`config.mk`:
```
export PLATFORM = sky130hd
export DESIGN_NAME = vocab_scan_ctrl
export DESIGN_NICKNAME = d
export VERILOG_FILES = /design/src/rtl/vocab_scan_ctrl.sv
export SDC_FILE = /design/constraint.sdc
export NUM_CORES = 1
export LEC_CHECK = 0
export CORE_UTILIZATION = 52
export DETAILED_ROUTE_END_ITERATION = 7
export DONT_BUFFER_PORTS = 1
export PLACE_DENSITY = 0.68
export SYNTH_ARGS = -nofsm -noshare
export SYNTH_HDL_FRONTEND = slang
export SYNTH_SLANG_ARGS = --single-unit
```
`constraint.sdc`:
```
create_clock -name clk -period 8.4 [get_ports clk]
set_clock_uncertainty 0.05 [all_clocks]
set_input_delay 1.68 -clock clk [delete_from_list [all_inputs] [get_ports clk]]
set_output_delay 1.68 -clock clk [all_outputs]
set_load 0.05 [all_outputs]
```
`src/rtl/vocab_scan_ctrl.sv`:
```
// Sequential vocabulary scanner: walks fixed-length entries in an external SRAM,
// comparing one character per read until a match, a null entry or the range limit.
module vocab_scan_ctrl #(
   parameter int ADDR_WIDTH  = 4,
   parameter int WORD_LENGTH = 3,
   parameter int DATA_WIDTH  = 8
) (
   input  logic                              clk,
   input  logic                              rst_n,
   input  logic                              start,
   input  logic [WORD_LENGTH*DATA_WIDTH-1:0] word,
   input  logic [ADDR_WIDTH-1:0]             start_addr,
   input  logic [ADDR_WIDTH-1:0]             end_addr,
   output logic                              mem_cs,
   output logic                              mem_we,
   output logic [ADDR_WIDTH-1:0]             mem_addr,
   input  logic [DATA_WIDTH-1:0]             mem_dout,
   output logic                              busy,
   output logic                              done,
   output logic                              found,
   output logic [ADDR_WIDTH-1:0]             match_addr,
   output logic                              null_hit,
   output logic                              exhausted
);

   localparam int EW    = ADDR_WIDTH + 1;
   localparam int IDX_W = (WORD_LENGTH > 1) ? $clog2(WORD_LENGTH) : 1;
   localparam logic [EW-1:0]    WL_E     = EW'(WORD_LENGTH);
   localparam logic [EW-1:0]    WL_M1    = EW'(WORD_LENGTH - 1);
   localparam logic [IDX_W-1:0] IDX_LAST = IDX_W'(WORD_LENGTH - 1);

   typedef enum logic [1:0] {IDLE, ISSUE, COMPARE, DONE} state_t;

   state_t                            state_q;
   logic [WORD_LENGTH*DATA_WIDTH-1:0] word_q;
   logic [ADDR_WIDTH-1:0]             end_q;
   logic [ADDR_WIDTH-1:0]             base_q;
   logic [IDX_W-1:0]                  idx_q;
   logic [ADDR_WIDTH-1:0]             mem_addr_q;
   logic                              mem_cs_q;
   logic                              busy_q;
   logic                              done_q;
   logic                              found_q;
   logic                              null_hit_q;
   logic                              exhausted_q;
   logic [ADDR_WIDTH-1:0]             match_addr_q;

   logic [EW-1:0]         first_last_d;
   logic [EW-1:0]         nb_d;
   logic [EW-1:0]         nb_last_d;
   logic [DATA_WIDTH-1:0] key_chr_d;

   // Range checks are one bit wider than the address so an entry running off the top never wraps.
   always_comb begin
      first_last_d = {1'b0, start_addr} + WL_M1;
      nb_d         = {1'b0, base_q} + WL_E;
      nb_last_d    = nb_d + WL_M1;
      key_chr_d    = '0;
      for (int i = 0; i < WORD_LENGTH; i++) begin
         if (idx_q == IDX_W'(i)) key_chr_d = word_q[(WORD_LENGTH-1-i)*DATA_WIDTH +: DATA_WIDTH];
      end
   end

   always_ff @(posedge clk) begin
      if (!rst_n) begin
         state_q      <= IDLE;
         base_q       <= '0;
         idx_q        <= '0;
         mem_addr_q   <= '0;
         mem_cs_q     <= 1'b0;
         busy_q       <= 1'b0;
         done_q       <= 1'b0;
         found_q      <= 1'b0;
         null_hit_q   <= 1'b0;
         exhausted_q  <= 1'b0;
         match_addr_q <= '0;
      end else begin
         done_q   <= 1'b0;
         mem_cs_q <= 1'b0;
         case (state_q)
            IDLE: begin
               if (start) begin
                  word_q       <= word;
                  end_q        <= end_addr;
                  base_q       <= start_addr;
                  idx_q        <= '0;
                  found_q      <= 1'b0;
                  null_hit_q   <= 1'b0;
                  match_addr_q <= '0;
                  busy_q       <= 1'b1;
                  if (first_last_d > {1'b0, end_addr}) begin
                     exhausted_q <= 1'b1;
                     done_q      <= 1'b1;
                     state_q     <= DONE;
                  end else begin
                     exhausted_q <= 1'b0;
                     mem_cs_q    <= 1'b1;
                     mem_addr_q  <= start_addr;
                     state_q     <= ISSUE;
                  end
               end
            end
            ISSUE: state_q <= COMPARE;
            COMPARE: begin
               if (idx_q == '0 && mem_dout == '0) begin
                  null_hit_q <= 1'b1;
                  done_q     <= 1'b1;
                  state_q    <= DONE;
               end else if (mem_dout == key_chr_d) begin
                  if (idx_q == IDX_LAST) begin
                     found_q      <= 1'b1;
                     match_addr_q <= base_q;
                     done_q       <= 1'b1;
                     state_q      <= DONE;
                  end else begin
                     idx_q      <= idx_q + 1'b1;
                     mem_addr_q <= mem_addr_q + 1'b1;
                     mem_cs_q   <= 1'b1;
                     state_q    <= ISSUE;
                  end
               end else if (nb_last_d > {1'b0, end_q}) begin
                  exhausted_q <= 1'b1;
                  done_q      <= 1'b1;
                  state_q     <= DONE;
               end else begin
                  base_q     <= nb_d[ADDR_WIDTH-1:0];
                  idx_q      <= '0;
                  mem_addr_q <= nb_d[ADDR_WIDTH-1:0];
                  mem_cs_q   <= 1'b1;
                  state_q    <= ISSUE;
               end
            end
            DONE: begin
               busy_q  <= 1'b0;
               state_q <= IDLE;
            end
            default: state_q <= IDLE;
         endcase
      end
   end

   assign mem_cs     = mem_cs_q;
   assign mem_we     = 1'b0;
   assign mem_addr   = mem_addr_q;
   assign busy       = busy_q;
   assign done       = done_q;
   assign found      = found_q;
   assign null_hit   = null_hit_q;
   assign exhausted  = exhausted_q;
   assign match_addr = match_addr_q;

endmodule

```
==> run metrics, run 1 <==
status finished, final reports clean; Rel. slew slack around two fifths; sequential power share between 40% and 50%; internal power between 0.0004 and 0.0005 W; most common cell after layout, fill and taps aside edfxtp_1; Lkg Pwr ~1.1 nW; Yosys cell types 60; Synth Instances between 200 and 300; first-pass GRT wire length 9600 um; syn_area_per_cell 9.96 um2; Layout area overhead 5.56%; critical path startpoint category input port; CTS Buffer Depth 2; vias 2112; cell area after layout around 0.003 mm2; Worst Tran Pin Value 927 ps; Worst setup EP type register; combinational power share 31.7%; Worst Path Arrival ~3700 ps; # clock sinks 50; Net Sw Power roughly 0.00030 W; setup TNS 0 ps; commonest non-fill, non-tap cells in the layout edfxtp_1 (28), inv_1 (23), dfxtp_1 (22); total of max-cap violations 0; fin util approximately 58%; io pins slightly below 60; DRC Markers 0; Hold Path Class register to register; critical path fanouts, max 6; Sw Ratio about two fifths; Pins Over Slew Limit 0; Hold Crit Depth 2; fraction of layout cells with a size suffix above 1 7.42%; worst reg2reg path depth 13; PortBufs 0; Clock H-tree levels 2; initial antenna violation count 0; GP Congestion slightly below 0.9; synthesized net count approximately 340; Inserted Diodes 0; TritonCTS buffer count 5; vias in the first global route around 1900; number of routed nets with antenna violations 0; CTS Hold Bufs 0; Die Wd 75.9 um; cell area after synthesis about 0.0028 mm2; # Post-CTS Setup Buffers 0; final net count 340; Period Utilization, post-route around 42%; PD cells 257 mW/mm2; top_reg_cell synth edfxtp_1; Post-synth EDFFs 28; root buf cell clkbuf_8; Die Y approximately 76 um; GRT Resource Usage Total between 20 and 25%; final wirelength about 6000 um; Core Area 0.00517 mm2; Initial Util between 50% and 60%; First-pass DRT Iterations 4; Seq/Total Area, Yosys about 45%; number of core rows 26; Hold WS roughly 450 ps; Post-DP HPWL between 4000 and 5000 um; maximum VDD drop about 0.00014 V; Required @ worst endpoint 8570 ps; Worst-Skew Late Latency 300 ps; largest net degree at the start of global routing 29; Fin. Hold Viols 0; final setup fails 0; post-synthesis async set-or-reset flop share 0%; post-CTS sizing 0; critical path class input port to register; Period minus WS final ~3500 ps; drt first-iter violations 177; Placed Area approximately 0.0029 mm2; Synth Register Bits 50; min-delay src idx_q[1]; RSZ-0062 raised after global routing false; clock network power share 23.1%; wire per inst about 17 um; Congestion Overflow GR 0; die area around 0.0058 mm2; fmax 282 MHz; CTS tree done; CTS clk-pin slew, worst paths around 100 ps; Syn. warnings 0; vias per std cell 5.98; reg-to-reg startpoint base_q[0]; Critical path origin start_addr[1]
[cells in the mapped netlist, drive strengths merged (3+ instances only)]
master	n	area, um2
nand3	9	45.0
nor4	3	33.8
buf	5	36.3
xor2	4	35.0
nand2	18	67.6
inv	24	90.1
nor2b	4	25.0
nand2b	15	93.8
dfxtp	22	440
nor2	18	75.1
a22o	5	43.8
a311oi	3	26.3
xnor2	13	114
o22ai	5	31.3
clkbuf	6	22.5
nand4	10	62.6
nor3	5	25.0
ha	15	188
o21ai	16	95.1
o31ai	4	30.0
a21oi	18	93.8
edfxtp	28	841
[routing by layer]
layer | share of wire [%] | GRT usage [%] | up-vias
met5 | 0 | 0 | -
met4 | 0.48 | 4.94 | 0
met3 | 6.1 | 5.69 | 4
met2 | 42 | 32.1 | 76
met1 | 51 | 34.6 | 982
li1 | - | - | 1050
[state kept, by name, summed over array words and instances, names as in the netlist]
signal,count
busy,1
state_q,2
base_q,4
done,1
idx_q,2
match_addr,4
found,1
mem_cs,1
word_q,24
mem_addr,4
exhausted,1
end_q,4
null_hit,1
[power by group through the flow]
stage / logic [W] / registers, W / clock network (W)
after global placement: 0.000235 / 0.000353 / 0
after floorplan: 0.000203 / 0.000339 / 0
after detailed placement: 0.000239 / 0.000354 / 0
after global routing: 0.000267 / 0.000353 / 0.000191
final: 0.000244 / 0.000348 / 0.000178
after CTS: 0.000241 / 0.000348 / 0.000183
[cell type report]
type,count,area [um2]
Timing Repair Buffer,1,7.51
Fill cell,441,2180
Clock inverter,3,47.5
Inverter,25,93.8
Clock buffer,5,68.8
Sequential cell,50,1280
Multi-Input combinational cell,199,1410
Tap cell,70,87.6
[worst paths after layout]
check / to / slack, ps
worst min register to register: idx_q[1] / 450
worst max-delay path: mem_addr[2] / 4860
worst min-delay path: idx_q[1] / 450
worst max register to register: idx_q[0] / 4950
[worst max-delay path: stages]
cell	delay, ps
ha_1	300
ha_1	300
o21a_1	110
o21ai_0	100
a311oi_1	480
nor2_1	150
a31oi_4	260
nor2_1	90
a311oi_1	250
[cell families (layout without fill, tap and decap cells)]
| group | count (synthesis) | count (layout) | share of synthesized area, % |
|---|---|---|---|
| simple gates | 86 | 86 | 16.3 |
| compound gates | 78 | 78 | 20.5 |
| flops | 50 | 50 | 45.1 |
| buf+inv | 36 | 34 | 5.38 |
| xor+xnor | 17 | 17 | 5.25 |
| fa+ha+maj | 15 | 15 | 6.61 |
| mux | 2 | 2 | 0.705 |
| other cells | 1 | 1 | 0.132 |
[metrics by stage]
stage / setup WS, ps / instances / power [W]
CTS: 4900 / 353 / 0.000772
global route: 4600 / 353 / 0.000812
detailed placement: 4580 / 345 / 0.000593
finish: 4860 / 353 / 0.000770
global placement: 4560 / 345 / 0.000588
floorplan: 4030 / 285 / 0.000543
No activity file was read; power rests on OpenSTA's default activity.
==> run 2: changes to the inputs <==
PLACE_DENSITY = 0.71   (was 0.68)
clock period = 3.05 ns   (was 8.4 ns; I/O delays follow)
==> run metrics, run 2 (synthesis results as in run 1) <==
status finished, final reports clean; final net count ~350; vias in the first global route ~2000; drt first-iter violations 156; Congestion Overflow GR 0; Period Utilization, post-route slightly above 90%; number of buffers and inverters on the critical path 1; maximum VDD drop between 0.0003 and 0.0004 V; commonest non-fill, non-tap cells in the layout edfxtp_1 (28), inv_1 (23), dfxtp_1 (21); Layout area overhead 7.89%; Initial Util 54.9%; Post-DP HPWL 4480 um; vias per std cell about 6; Lkg Pwr between 1 and 1.5 nW; First-pass DRT Iterations 4; GR Util met3 around 7.4%; root buf cell clkbuf_8; Most common cell on crit path ha_1; # clock sinks 50; Pins Over Slew Limit 0; Die Y approximately 76 um; worst-path cell chain inv_1 -> ha_1 -> xnor2_2 -> ha_1 -> ha_1 -> a21oi_1 -> o22ai_1 -> o22ai_1 -> nand2_2 -> o21ai_4 -> a31oi_4 -> o311a_1 -> a31o_1; wire per inst ~17 um; most common cell after layout, fill and taps aside edfxtp_1; TritonCTS buffer count 5; die area ~0.0058 mm2; Hold Path Class input port to register; fmax 353 MHz; Worst-Skew Late Latency a little over 300 ps; Rel. slew slack 55.4%; CTS Buffer Depth 2; CP max stage cell dfxtp_2; Fin. Hold Viols 0; io pins 58; CTS tree done; Inserted Diodes 0; GRT Resource Usage Total 22.1%; Worst Tran Pin Value roughly 670 ps; Crit path max-delay family compound AO/OA/AOI/OAI gates; largest net degree at the start of global routing 29; Period minus WS final between 2000 and 3000 ps; critical path startpoint category register; final setup fails 0; critical path fanouts, max 6; flop2flop setup slack approximately 220 ps; DRC Markers 0; Worst setup EP type register; Worst Path Arrival 2990 ps; Placed Area slightly below 0.003 mm2; Largest register FFs 24; GP Congestion 0.894; PortBufs 0; met2 usage about 33%; initial antenna violation count 0; # Post-CTS Setup Buffers 0; fraction of layout cells with a size suffix above 1 a little under an eighth; vias 2150; slowest stage delay, CP roughly 380 ps; Required @ worst endpoint 3210 ps; Core Area approximately 0.0052 mm2; Most flops, register word_q; RSZ-0062 raised after global routing false; total of max-cap violations 0; Clock H-tree levels 2; first-pass GRT wire length between 9000 and 10000 um; global route hottest layer met2; cell area after layout ~0.003 mm2; critical path class register to register; met1 usage 30.6%; number of routed nets with antenna violations 0; Hold WS 337 ps; final wirelength around 6000 um; PD cells 686 mW/mm2; Die Wd ~76 um; setup TNS 0 ps; number of core rows 26; CTS clk-pin slew, worst paths approximately 100 ps
[run 2: final cells by class]
type / instances / area [um2]
flip-flops and latches: 50 / 1280
fillers: 424 / 2110
clock buffers: 5 / 68.8
clock inverters: 3 / 28.8
well taps: 70 / 87.6
multi-input cells: 199 / 1440
inverters: 25 / 93.8
repair buffers: 8 / 60.1
[run 2: path summary, 6_finish.rpt]
path	endpoint	startpoint	cells past startpoint
hold reg to reg	idx_q[1]	idx_q[1]	2
hold / removal	word_q[6]	word[6]	0
setup / recovery	mem_addr[0]	base_q[1]	13
setup reg to reg	mem_addr[0]	base_q[1]	13
[run 2: metal layers]
layer / part of all wire, % / routed length, um / vias up
met2: 46 / 2740 / 83
met3: 6.5 / 389 / 7
met5: 0 / 0 / -
met4: 1.1 / 64 / 0
met1: 47 / 2810 / 1002
li1: - / - / 1058
[run 2: report_power, final]
group | switching [W] | internal (W)
clock network | 0.000246 | 0.000172
logic | 0.000404 | 0.000326
registers | 0.000166 | 0.000788
total | 0.000816 | 0.00129
[run 2: repair_timing]
item,4_1_cts,5_1_grt
hold buffers,0,0
hold endpoints to repair,0,0
setup endpoints to repair,0,11
resized for setup,0,6
[run 2: metrics by stage]
| stage | worst slack (ps) | cells | util (%) | power (W) |
|---|---|---|---|---|
| finish | 218 | 360 | 59.2 | 0.00210 |
| global route | 10.3 | 360 | 59.2 | 0.00223 |
| CTS | 41.5 | 360 | 58.7 | 0.00206 |
| detailed placement | 58.6 | 352 | 56.8 | 0.00164 |
| global placement | 234 | 352 | 56.8 | 0.00162 |
| floorplan | 222 | 285 | - | 0.00149 |
[run 2: worst reg2reg max path, stage by stage, from the launching register on]
cell	delay, ps
dfxtp_2	380
inv_1	60
ha_1	220
xnor2_2	160
ha_1	300
ha_1	290
a21oi_1	140
o22ai_1	90
o22ai_1	140
nand2_2	120
o21ai_4	90
a31oi_4	150
o311a_1	380
a31o_1	180
